[src/rtl/aes_kat_sequencer_if.sv]
// rtl/aes_kat_sequencer_if.sv - start/done request interface between the KAT sequencer and the AES core
//
// Ports (signals):
//   core_start   1    one-cycle request pulse toward the core
//   core_decrypt 1    0 = encrypt, 1 = decrypt
//   core_keylen  2    0 = 128, 1 = 192, 2 = 256
//   core_key     256  key, MSB-aligned, unused low bits zero
//   core_data    128  input block
//   core_done    1    one-cycle completion pulse from the core
//   core_result  128  output block, valid with core_done
// Modports: master (sequencer side), slave (core side).
interface aes_kat_sequencer_if;
  logic         core_start;
  logic         core_decrypt;
  logic [1:0]   core_keylen;
  logic [255:0] core_key;
  logic [127:0] core_data;
  logic         core_done;
  logic [127:0] core_result;

  modport master (
    output core_start, core_decrypt, core_keylen, core_key, core_data,
    input  core_done, core_result
  );

  modport slave (
    input  core_start, core_decrypt, core_keylen, core_key, core_data,
    output core_done, core_result
  );
endinterface

[src/rtl/aes_kat_sequencer.sv]
// rtl/aes_kat_sequencer.sv - FIPS-197 known-answer self-test sequencer for an AES core
//
// Ports:
//   clk      in   system clock, rising edge
//   reset    in   asynchronous active-low reset
//   start    in   one-cycle pulse that begins a run (ignored while busy)
//   core     if   aes_kat_sequencer_if.master toward the AES core
//   busy     out  run in progress
//   done     out  run complete (held until next start)
//   fail     out  any enabled test failed or timed out
//   e128..d256 out per-test pass flags
// Optional: define AES_KAT_LOOP_EN to rerun the self-test continuously after
// the first start; flags then update per test, done pulses once per run and
// fail is sticky until reset.
module aes_kat_sequencer #(
  parameter int         TIMEOUT_CYCLES = 1024,
  parameter logic [2:0] TEST_MASK      = 3'b111
) (
  input  logic                       clk,
  input  logic                       reset,
  input  logic                       start,
  aes_kat_sequencer_if.master        core,
  output logic                       busy,
  output logic                       done,
  output logic                       fail,
  output logic                       e128,
  output logic                       d128,
  output logic                       e192,
  output logic                       d192,
  output logic                       e256,
  output logic                       d256
);
  localparam logic [127:0] PT    = 128'h00112233445566778899aabbccddeeff;
  localparam logic [127:0] CT128 = 128'h69c4e0d86a7b0430d8cdb78070b4c55a;
  localparam logic [127:0] CT192 = 128'hdda97ca4864cdfe06eaf70a0ec0d7191;
  localparam logic [127:0] CT256 = 128'h8ea2b7ca516745bfeafc49904b496089;
  localparam logic [255:0] K128  = {128'h000102030405060708090a0b0c0d0e0f, 128'h0};
  localparam logic [255:0] K192  = {192'h000102030405060708090a0b0c0d0e0f1011121314151617, 64'h0};
  localparam logic [255:0] K256  = 256'h000102030405060708090a0b0c0d0e0f101112131415161718191a1b1c1d1e1f;

  localparam int         CNT_W = $clog2(TIMEOUT_CYCLES + 1);
  localparam logic [1:0] FIRST = TEST_MASK[0] ? 2'd0 : (TEST_MASK[1] ? 2'd1 : 2'd2);

  typedef enum logic [2:0] {
    S_IDLE, S_ISSUE_ENC, S_WAIT_ENC, S_ISSUE_DEC, S_WAIT_DEC, S_NEXT, S_FINISH
  } state_t;

  state_t             r_state, w_next_state;
  logic [1:0]         r_size;
  logic [CNT_W-1:0]   r_cnt;
  logic [5:0]         r_flags;
  logic               r_fail_acc;
  logic               r_done;
  logic               r_fail;
  logic               w_go, w_run_start, w_capture, w_miss, w_advance;
  logic               w_timeout, w_has_next, w_resp_ok, w_dec;
  logic [1:0]         w_next_size;
  logic [127:0]       w_ct;
  logic [255:0]       w_key;
  logic [2:0]         w_flag_idx;

`ifdef AES_KAT_LOOP_EN
  logic r_loop;
  assign w_go = start | r_loop;
`else
  assign w_go = start;
`endif

  assign w_dec       = (r_state == S_ISSUE_DEC) || (r_state == S_WAIT_DEC);
  assign w_timeout   = (r_cnt == CNT_W'(TIMEOUT_CYCLES - 1));
  assign w_has_next  = (r_size == 2'd0) ? (TEST_MASK[1] | TEST_MASK[2]) :
                       (r_size == 2'd1) ? TEST_MASK[2] : 1'b0;
  assign w_next_size = ((r_size == 2'd0) && TEST_MASK[1]) ? 2'd1 : 2'd2;
  assign w_ct        = (r_size == 2'd0) ? CT128 : (r_size == 2'd1) ? CT192 : CT256;
  assign w_key       = (r_size == 2'd0) ? K128  : (r_size == 2'd1) ? K192  : K256;
  // Decrypt must return the plaintext; encrypt must return the golden ciphertext.
  assign w_resp_ok   = (core.core_result == (w_dec ? PT : w_ct));
  assign w_flag_idx  = {r_size, w_dec};

  always_ff @(posedge clk or negedge reset) begin
    if (!reset) r_state <= S_IDLE;
    else        r_state <= w_next_state;
  end

  always_comb begin
    w_next_state      = r_state;
    w_run_start       = 1'b0;
    w_capture         = 1'b0;
    w_miss            = 1'b0;
    w_advance         = 1'b0;
    core.core_start   = 1'b0;
    core.core_decrypt = 1'b0;
    core.core_keylen  = 2'd0;
    core.core_key     = '0;
    core.core_data    = '0;
    busy              = 1'b1;
    case (r_state)
      S_IDLE: begin
        busy = 1'b0;
        if (w_go) begin
          w_run_start  = 1'b1;
          w_next_state = (TEST_MASK == 3'b000) ? S_FINISH : S_ISSUE_ENC;
        end
      end
      S_ISSUE_ENC, S_ISSUE_DEC: begin
        core.core_start = 1'b1;
        w_next_state    = (r_state == S_ISSUE_ENC) ? S_WAIT_ENC : S_WAIT_DEC;
      end
      S_WAIT_ENC, S_WAIT_DEC: begin
        // A done coinciding with the timeout cycle is still taken as a response.
        if (core.core_done) begin
          w_capture    = 1'b1;
          w_next_state = (r_state == S_WAIT_ENC) ? S_ISSUE_DEC : S_NEXT;
        end else if (w_timeout) begin
          w_miss       = 1'b1;
          w_next_state = (r_state == S_WAIT_ENC) ? S_ISSUE_DEC : S_NEXT;
        end
      end
      S_NEXT: begin
        if (w_has_next) begin
          w_advance    = 1'b1;
          w_next_state = S_ISSUE_ENC;
        end else begin
          w_next_state = S_FINISH;
        end
      end
      S_FINISH: begin
        busy         = 1'b0;
        w_next_state = S_IDLE;
      end
      default: w_next_state = S_IDLE;
    endcase
    // Request fields stay valid from the issue cycle through the wait.
    if (r_state inside {S_ISSUE_ENC, S_WAIT_ENC, S_ISSUE_DEC, S_WAIT_DEC}) begin
      core.core_decrypt = w_dec;
      core.core_keylen  = r_size;
      core.core_key     = w_key;
      core.core_data    = w_dec ? w_ct : PT;
    end
  end

  always_ff @(posedge clk or negedge reset) begin
    if (!reset) begin
      r_size     <= 2'd0;
      r_cnt      <= '0;
      r_flags    <= '0;
      r_fail_acc <= 1'b0;
      r_done     <= 1'b0;
      r_fail     <= 1'b0;
`ifdef AES_KAT_LOOP_EN
      r_loop     <= 1'b0;
`endif
    end else begin
      if (w_run_start) begin
        r_size <= FIRST;
`ifdef AES_KAT_LOOP_EN
        r_loop <= 1'b1;
`else
        r_flags    <= '0;
        r_fail_acc <= 1'b0;
        r_done     <= 1'b0;
        r_fail     <= 1'b0;
`endif
      end
`ifdef AES_KAT_LOOP_EN
      if (r_state == S_FINISH) r_done <= 1'b0;
`endif
      if (core.core_start)                                       r_cnt <= '0;
      else if ((r_state == S_WAIT_ENC) || (r_state == S_WAIT_DEC)) r_cnt <= r_cnt + CNT_W'(1);
      if (w_capture) begin
        r_flags[w_flag_idx] <= w_resp_ok;
        if (!w_resp_ok) r_fail_acc <= 1'b1;
      end
      if (w_miss) begin
        r_flags[w_flag_idx] <= 1'b0;
        r_fail_acc          <= 1'b1;
      end
      if (w_advance) r_size <= w_next_size;
      if ((w_next_state == S_FINISH) && (r_state != S_FINISH)) begin
        r_done <= 1'b1;
`ifdef AES_KAT_LOOP_EN
        r_fail <= r_fail | r_fail_acc;
`else
        // An empty mask goes IDLE -> FINISH in the same cycle the accumulator clears.
        r_fail <= w_run_start ? 1'b0 : r_fail_acc;
`endif
      end
    end
  end

  assign done = r_done;
  assign fail = r_fail;
  assign {d256, e256, d192, e192, d128, e128} = r_flags;
endmodule

[src/flat_wrapper.sv]
// flat-port wrapper written by rule: the top's interface ports become plain ports
module aes_kat_sequencer_flat 
#(
  parameter int         TIMEOUT_CYCLES = 1024,
  parameter logic [2:0] TEST_MASK      = 3'b111
)
  (clk, reset, start, busy, done, fail, e128, d128, e192, d192, e256, d256, core_core_start, core_core_decrypt, core_core_keylen, core_core_key, core_core_data, core_core_done, core_core_result);
  aes_kat_sequencer_if core_i ();
  input  logic clk;
  input  logic reset;
  input  logic start;
  output logic busy;
  output logic done;
  output logic fail;
  output logic e128;
  output logic d128;
  output logic e192;
  output logic d192;
  output logic e256;
  output logic d256;
  output wire logic [$bits(core_i.core_start)-1:0] core_core_start;
  output wire logic [$bits(core_i.core_decrypt)-1:0] core_core_decrypt;
  output wire logic [$bits(core_i.core_keylen)-1:0] core_core_keylen;
  output wire logic [$bits(core_i.core_key)-1:0] core_core_key;
  output wire logic [$bits(core_i.core_data)-1:0] core_core_data;
  input wire logic [$bits(core_i.core_done)-1:0] core_core_done;
  input wire logic [$bits(core_i.core_result)-1:0] core_core_result;
  assign core_core_start = core_i.core_start;
  assign core_core_decrypt = core_i.core_decrypt;
  assign core_core_keylen = core_i.core_keylen;
  assign core_core_key = core_i.core_key;
  assign core_core_data = core_i.core_data;
  assign core_i.core_done = core_core_done;
  assign core_i.core_result = core_core_result;
  aes_kat_sequencer #(.TIMEOUT_CYCLES(TIMEOUT_CYCLES), .TEST_MASK(TEST_MASK)) u_core (.clk(clk), .reset(reset), .start(start), .core(core_i), .busy(busy), .done(done), .fail(fail), .e128(e128), .d128(d128), .e192(e192), .d192(d192), .e256(e256), .d256(d256));
endmodule
[config.mk]
export PLATFORM = sky130hd
export DESIGN_NAME = aes_kat_sequencer_flat
export DESIGN_NICKNAME = d
export VERILOG_FILES = /design/src/rtl/aes_kat_sequencer_if.sv /design/src/rtl/aes_kat_sequencer.sv /design/src/flat_wrapper.sv
export SDC_FILE = /design/constraint.sdc
export NUM_CORES = 1
export LEC_CHECK = 0
export BUFFER_PORTS_ARGS = -buffer_cell sky130_fd_sc_hd__clkbuf_2
export CAP_MARGIN = 20
export CORE_AREA = 2 2 203 205
export DETAILED_ROUTE_END_ITERATION = 8
export DIE_AREA = 0 0 205 207
export GPL_ROUTABILITY_DRIVEN = 0
export SYNTH_ARGS = -nofsm -noshare
export SYNTH_HDL_FRONTEND = slang
export SYNTH_SLANG_ARGS = --single-unit
[constraint.sdc]
create_clock -name clk -period 4.8 [get_ports clk]
set_input_delay 0.24 -clock clk [delete_from_list [all_inputs] [get_ports clk]]
set_output_delay 0.24 -clock clk [all_outputs]
set_load 0.02 [all_outputs]
After elaboration in Yosys (flattened, before gate mapping)
Cells that the tools add are included.
Storage, ports and cells
  output and inout bits: 397
  input bits: 132
  word-level logic and storage cells: 84
  flip-flop bits (word level): 25
Operators by class
  reduce and logical (&&, ||, !) cells: 13
  muxes and demuxes: 48
  bitwise gates (word level): 2
  order comparisons: 2
  equality and inequality tests: 11
  add/sub/neg operators: 1
Operator list (count)
  128-bit 2-to-1 mux: 4
  256-bit 2-to-1 mux: 2
  128-bit equality test: 1
  127-bit 2-to-1 mux: 1
  61-bit 2-to-1 mux: 1
  1-bit 2-to-1 mux: 22
  11-bit 2-to-1 mux: 2
  3-bit 2-to-1 mux: 6
  6-bit 2-to-1 mux: 3
  3-bit equality test, second input constant: 4
  3-bit one-hot mux with 4 select lines: 1
  11-bit by 1-bit adder with 11-bit output, second input constant: 1
  11-bit by 10-bit equality test with 1-bit output, second input constant: 1
  2-bit 2-to-1 mux: 4
  6-bit AND: 1
  6-bit bitwise mux: 1
  3-bit by 2-bit equality test with 1-bit output, second input constant: 2
  6-bit NOT: 1
  2-bit nonzero test: 3
  2-bit OR reduction: 3
  3-bit by 4-bit less-than comparator with 1-bit output, second input constant: 1
  4-bit nonzero test: 1
  1-bit demux with 3-bit select: 1
  3-bit by 1-bit equality test with 1-bit output, second input constant: 1
  other kinds (7): 9

Logic depth before layout (Yosys ltp)
  depth in word-level cells: 10
  mapped depth: 12
  mapped depth without buffers: 8

Least setup slack after synthesis
Ideal clock, no wire load.
  path kind: reg2out
  start: register u_core.r_state[1]
  end: output port core_core_key[100]
  path buffers: 2
  arrival time: 4.478 ns
  required time: 4.560 ns
  path slack: 0.082 ns
  stages on the path, launching flop included: 7
  cell sequence: dfrtp_1 clkbuf_1 nor2_1 xnor2_1 and2_1 or2_2 buf_4
On the way
  cells in the longest elaborated chain, start to end: 3
  elaborated cells between the ends (all ways): 6
  those cells by class: 4 x eq/ne; 1 x mux; 1 x reduce/logical
Ends and longest elaborated chain
  from (decl): line aes_kat_sequencer.sv:48  | state_t r_state, w_next_state;
  from (signal assigned): line aes_kat_sequencer.sv:82  | else r_state <= w_next_state;
  3-bit by 1-bit equality test with 1-bit output (tied with other cells): line aes_kat_sequencer.sv:134  | if (r_state inside {S_ISSUE_ENC, S_WAIT_ENC, S_ISSUE_DEC, S_WAIT_DEC}) begin
  4-bit nonzero test *: line aes_kat_sequencer.sv:134
  256-bit 2-to-1 mux *: line aes_kat_sequencer.sv:134
  to (decl): line flat_wrapper.sv:24  | output wire logic [$bits(core_i.core_key)-1:0] core_core_key;
Every way passes the cells marked *; elsewhere a longest branch is shown, timed or not.

Worst setup path after layout
  start: register u_core.r_state[2]
  end: register u_core.r_fail_acc
On the way
  cells in the longest elaborated chain, start to end: 7
  elaborated cells between the ends (all ways): 15
  those cells by class: 4 x eq/ne; 8 x mux; 3 x reduce/logical
Ends and longest elaborated chain
  3-bit by 2-bit equality test with 1-bit output / 3-bit equality test (equally long branches): line aes_kat_sequencer.sv:69, aes_kat_sequencer.sv:97
  1-bit logical OR: line aes_kat_sequencer.sv:69  | assign w_dec = (r_state == S_ISSUE_DEC) || (r_state == S_WAIT_DEC);
  128-bit 2-to-1 mux: line aes_kat_sequencer.sv:77  | assign w_resp_ok = (core.core_result == (w_dec ? PT : w_ct));
  128-bit equality test: line aes_kat_sequencer.sv:77
  1-bit 2-to-1 mux: line aes_kat_sequencer.sv:172  | if (!w_resp_ok) r_fail_acc <= 1'b1;
  1-bit 2-to-1 mux: line aes_kat_sequencer.sv:170  | if (w_capture) begin
  1-bit 2-to-1 mux *: line aes_kat_sequencer.sv:174  | if (w_miss) begin
  to (signal assigned): line aes_kat_sequencer.sv:160  | r_fail_acc <= 1'b0;
  to (signal assigned): line aes_kat_sequencer.sv:172
  to (signal assigned): line aes_kat_sequencer.sv:176  | r_fail_acc <= 1'b1;
  to (decl): line aes_kat_sequencer.sv:52  | logic r_fail_acc;
Marks and branches as above.
A chain may end at the register's enable or synchronous reset.

==> metrics <==
outcome=finished, violations left; failing checks=negative hold slack; clock-pin slew on the worst setup and hold paths=0.06 ns; clk sink count=25; clock network fraction of total power=0.046; CP Capture Type=flip-flop; die footprint=~42000 um^2; final hold vios=6; crit path from=u_core.r_state[2]$_DFF_PN0_; number of synthesized flops with an enable pin=0; worst setup path endpoint=u_core.r_fail_acc$_DFF_PN0_; ys async rst share=1.00; core area=40400 um^2; maximum clock insertion buffer count=2; Post-CTS Setup Bufs=0; minimum clock period=3.93 ns; Routed WL=21700 um; Fin Clk Skew=0.00176 ns; Slew @ Worst Pin=0.865 ns; FP Rows=74; Post-DP Area=5790 um^2; Finished Cell Area=5880 um^2; Initial Util=0.137; Main synth FF type=dfrtp_1; arrival time worst endpoint=roughly 4.1 ns; chip width=205 um; hold crit path type=in2async; post-synthesis sequential area ratio=0.113; r2r endpoint=u_core.r_fail_acc$_DFF_PN0_; CTS H-tree depth=1; vias in the first global route=just over 4000; Worst setup SP type=flip-flop; fmax=around 250 MHz; Final Cycle Share=0.819; layout cells sized above 1=0.410; cells after synthesis=747; TNS Setup=0 ns; max_cap viols=0; final antenna-violating net count=0; FF-to-FF Start=u_core.r_state[2]$_DFF_PN0_; vias=5094; Net count, final=1027; via/cell ratio=around 3.6; combinational share of power=0.869; CTS root buf=clkbuf_16; pin count of the biggest net entering global routing=48; syn_area_per_cell=7.40 um^2; fin. max-slew vios=0; Starting DRT DRC Count=283; mapped cell area=5530 um^2; CTS Hold Bufs=0; yosys warns=0; global-route wire length before repair=29100 um; Overflow after GRT=0; Max VDD drop=0.476 mV; Crit Path Class=reg2reg; Yosys cell types=about 70; initial antenna violation count=13; drt pass-1 iters=6; area delta synth->final=6.41%; Skew-Pair Late Insertion Delay=around 0.26 ns; port buffer count=~350; drt wl/cell=around 15 um; Power per Cell Area=679 nW/um^2; P_sw=2.72 mW; r2r setup slk=0.87 ns; Num CTS Buffers=3; Final Setup Violations=0; hold_ws=-0.00588 ns; Yosys reg bits=25; DRC errors left=0; RSZ-0062 raised after global routing=false; Leak=3.19 nW; hpwl dp=19500 um; Reg2Reg Depth=8; fillers=4683; CP Data Required Time=4.95 ns; CTS tree=done; # IOs=529; Switching Fraction=0.680; Power Internal=1.28 mW; post-cts repair resize count=0; worst-path maximum fanout=26; Slew headroom=0.418; die height=207 um; GRT Total Usage=0.0942; part of the power in registers=0.085
==> through the flow <==
step	cells	power (mW)	util	setup slack [ns]
2_1_floorplan	927	4.01	-	0.0815
3_3_place_gp	1421	3.83	0.144	1.16
3_5_place_dp	1421	3.83	0.144	0.999
4_1_cts	1425	4.02	0.145	0.980
5_1_grt	1425	4.31	0.145	0.668
6_report	1428	3.99	0.146	0.871
==> cells in the final DEF (no fill, tap or decap), types with 7 or more instances in the layout <==
cell,n
nor2b_1,11
nor3_1,12
nand2_1,29
dfrtp_1,25
a21oi_1,21
o21ai_0,21
inv_1,12
nand2b_1,12
nor2_1,34
nand4_1,14
xor2_1,7
clkbuf_2,347
nor4_1,7
nand3_1,23
conb_1,181
==> logic make-up (layout without fill, tap and decap cells) <==
family / after synthesis / in the layout / share of synthesized area
simple gates: 197 / 197 / 0.204
xor+xnor: 9 / 9 / 0.0143
compound gates: 105 / 105 / 0.129
buf+inv: 404 / 370 / 0.526
fa+ha+maj: 1 / 1 / 0.00226
other cells: 1 / 184 / 0.000679
mux: 5 / 5 / 0.00928
flops: 25 / 25 / 0.113
==> power groups by stage <==
stage               Sequential, mW  Clock (mW)  Combinational, mW
floorplan                    0.267           0               3.74
global placement             0.336           0               3.49
detailed placement           0.340           0               3.49
CTS                          0.336       0.190               3.49
global route                 0.348       0.193               3.77
finish                       0.340       0.185               3.47
==> critical path: stages, from the launching register on <==
cell and delay, ns:
dfrtp_1 0.87, and3b_1 0.33, nor2_1 0.69, inv_2 0.35, a222oi_1 0.39, nand4_1 0.13, or4_1 0.67, a22o_1 0.23
a21o_1 0.15
==> how the worst min path moves through the flow <==
stage / start / end / slack, ns / cells past startpoint
finish: reset / u_core.r_cnt[4]$_DFFE_PN0P_ / -0.006 / 1
global route: reset / u_core.r_cnt[4]$_DFFE_PN0P_ / 0.04 / 1
CTS: reset / u_core.r_cnt[3]$_DFFE_PN0P_ / 0.01 / 1
detailed placement: reset / u_core.r_cnt[3]$_DFFE_PN0P_ / 0.29 / 1
global placement: reset / u_core.r_cnt[4]$_DFFE_PN0P_ / 0.28 / 1
floorplan: reset / u_core.done$_DFFE_PN0P_ / -0.06 / 0
==> layout make-up <==
cell class,instances,area (um^2),share of cell area
Multi-Input combinational cell,498,2680,0.455
Inverter,14,52.6,0.00894
Clock buffer,3,75.1,0.0128
Tap cell,532,666,0.113
Timing Repair Buffer,352,1770,0.302
Sequential cell,25,626,0.106
Clock inverter,1,5.00,0.000851
Antenna cell,3,7.51,0.00128
==> per-layer routing <==
metal / up-vias / part of all wire / global-route usage
met1: 2324 / 0.37 / 0.108
met3: 32 / 0.10 / 0.0220
met4: 14 / 0.014 / 0.0211
met2: 411 / 0.50 / 0.175
li1: 2313 / - / -
met5: - / 0.0040 / 0
==> synth_stat cells (7+ instances only) <==
library cell	instances	area, um^2
xor2_1	7	61.3
a21oi_1	21	105
inv_1	12	45.0
buf_4	368	2760
nor2b_1	11	68.8
nor3_1	12	60.1
nand2_1	29	109
nand2b_1	12	75.1
nand4_1	14	87.6
dfrtp_1	25	626
nand3_1	23	115
nor2_1	34	128
o21ai_0	21	105
clkbuf_1	16	60.1
nor4_1	7	43.8
==> flip-flops by register name (all words and copies together), names as in the netlist <==
register and count:
u_core.r_cnt 11, u_core.r_flags 6, u_core.r_state 3, u_core.r_size 2
u_core.done 1, u_core.fail 1, u_core.r_fail_acc 1
Note: power is estimated with default switching activity, not from simulation.
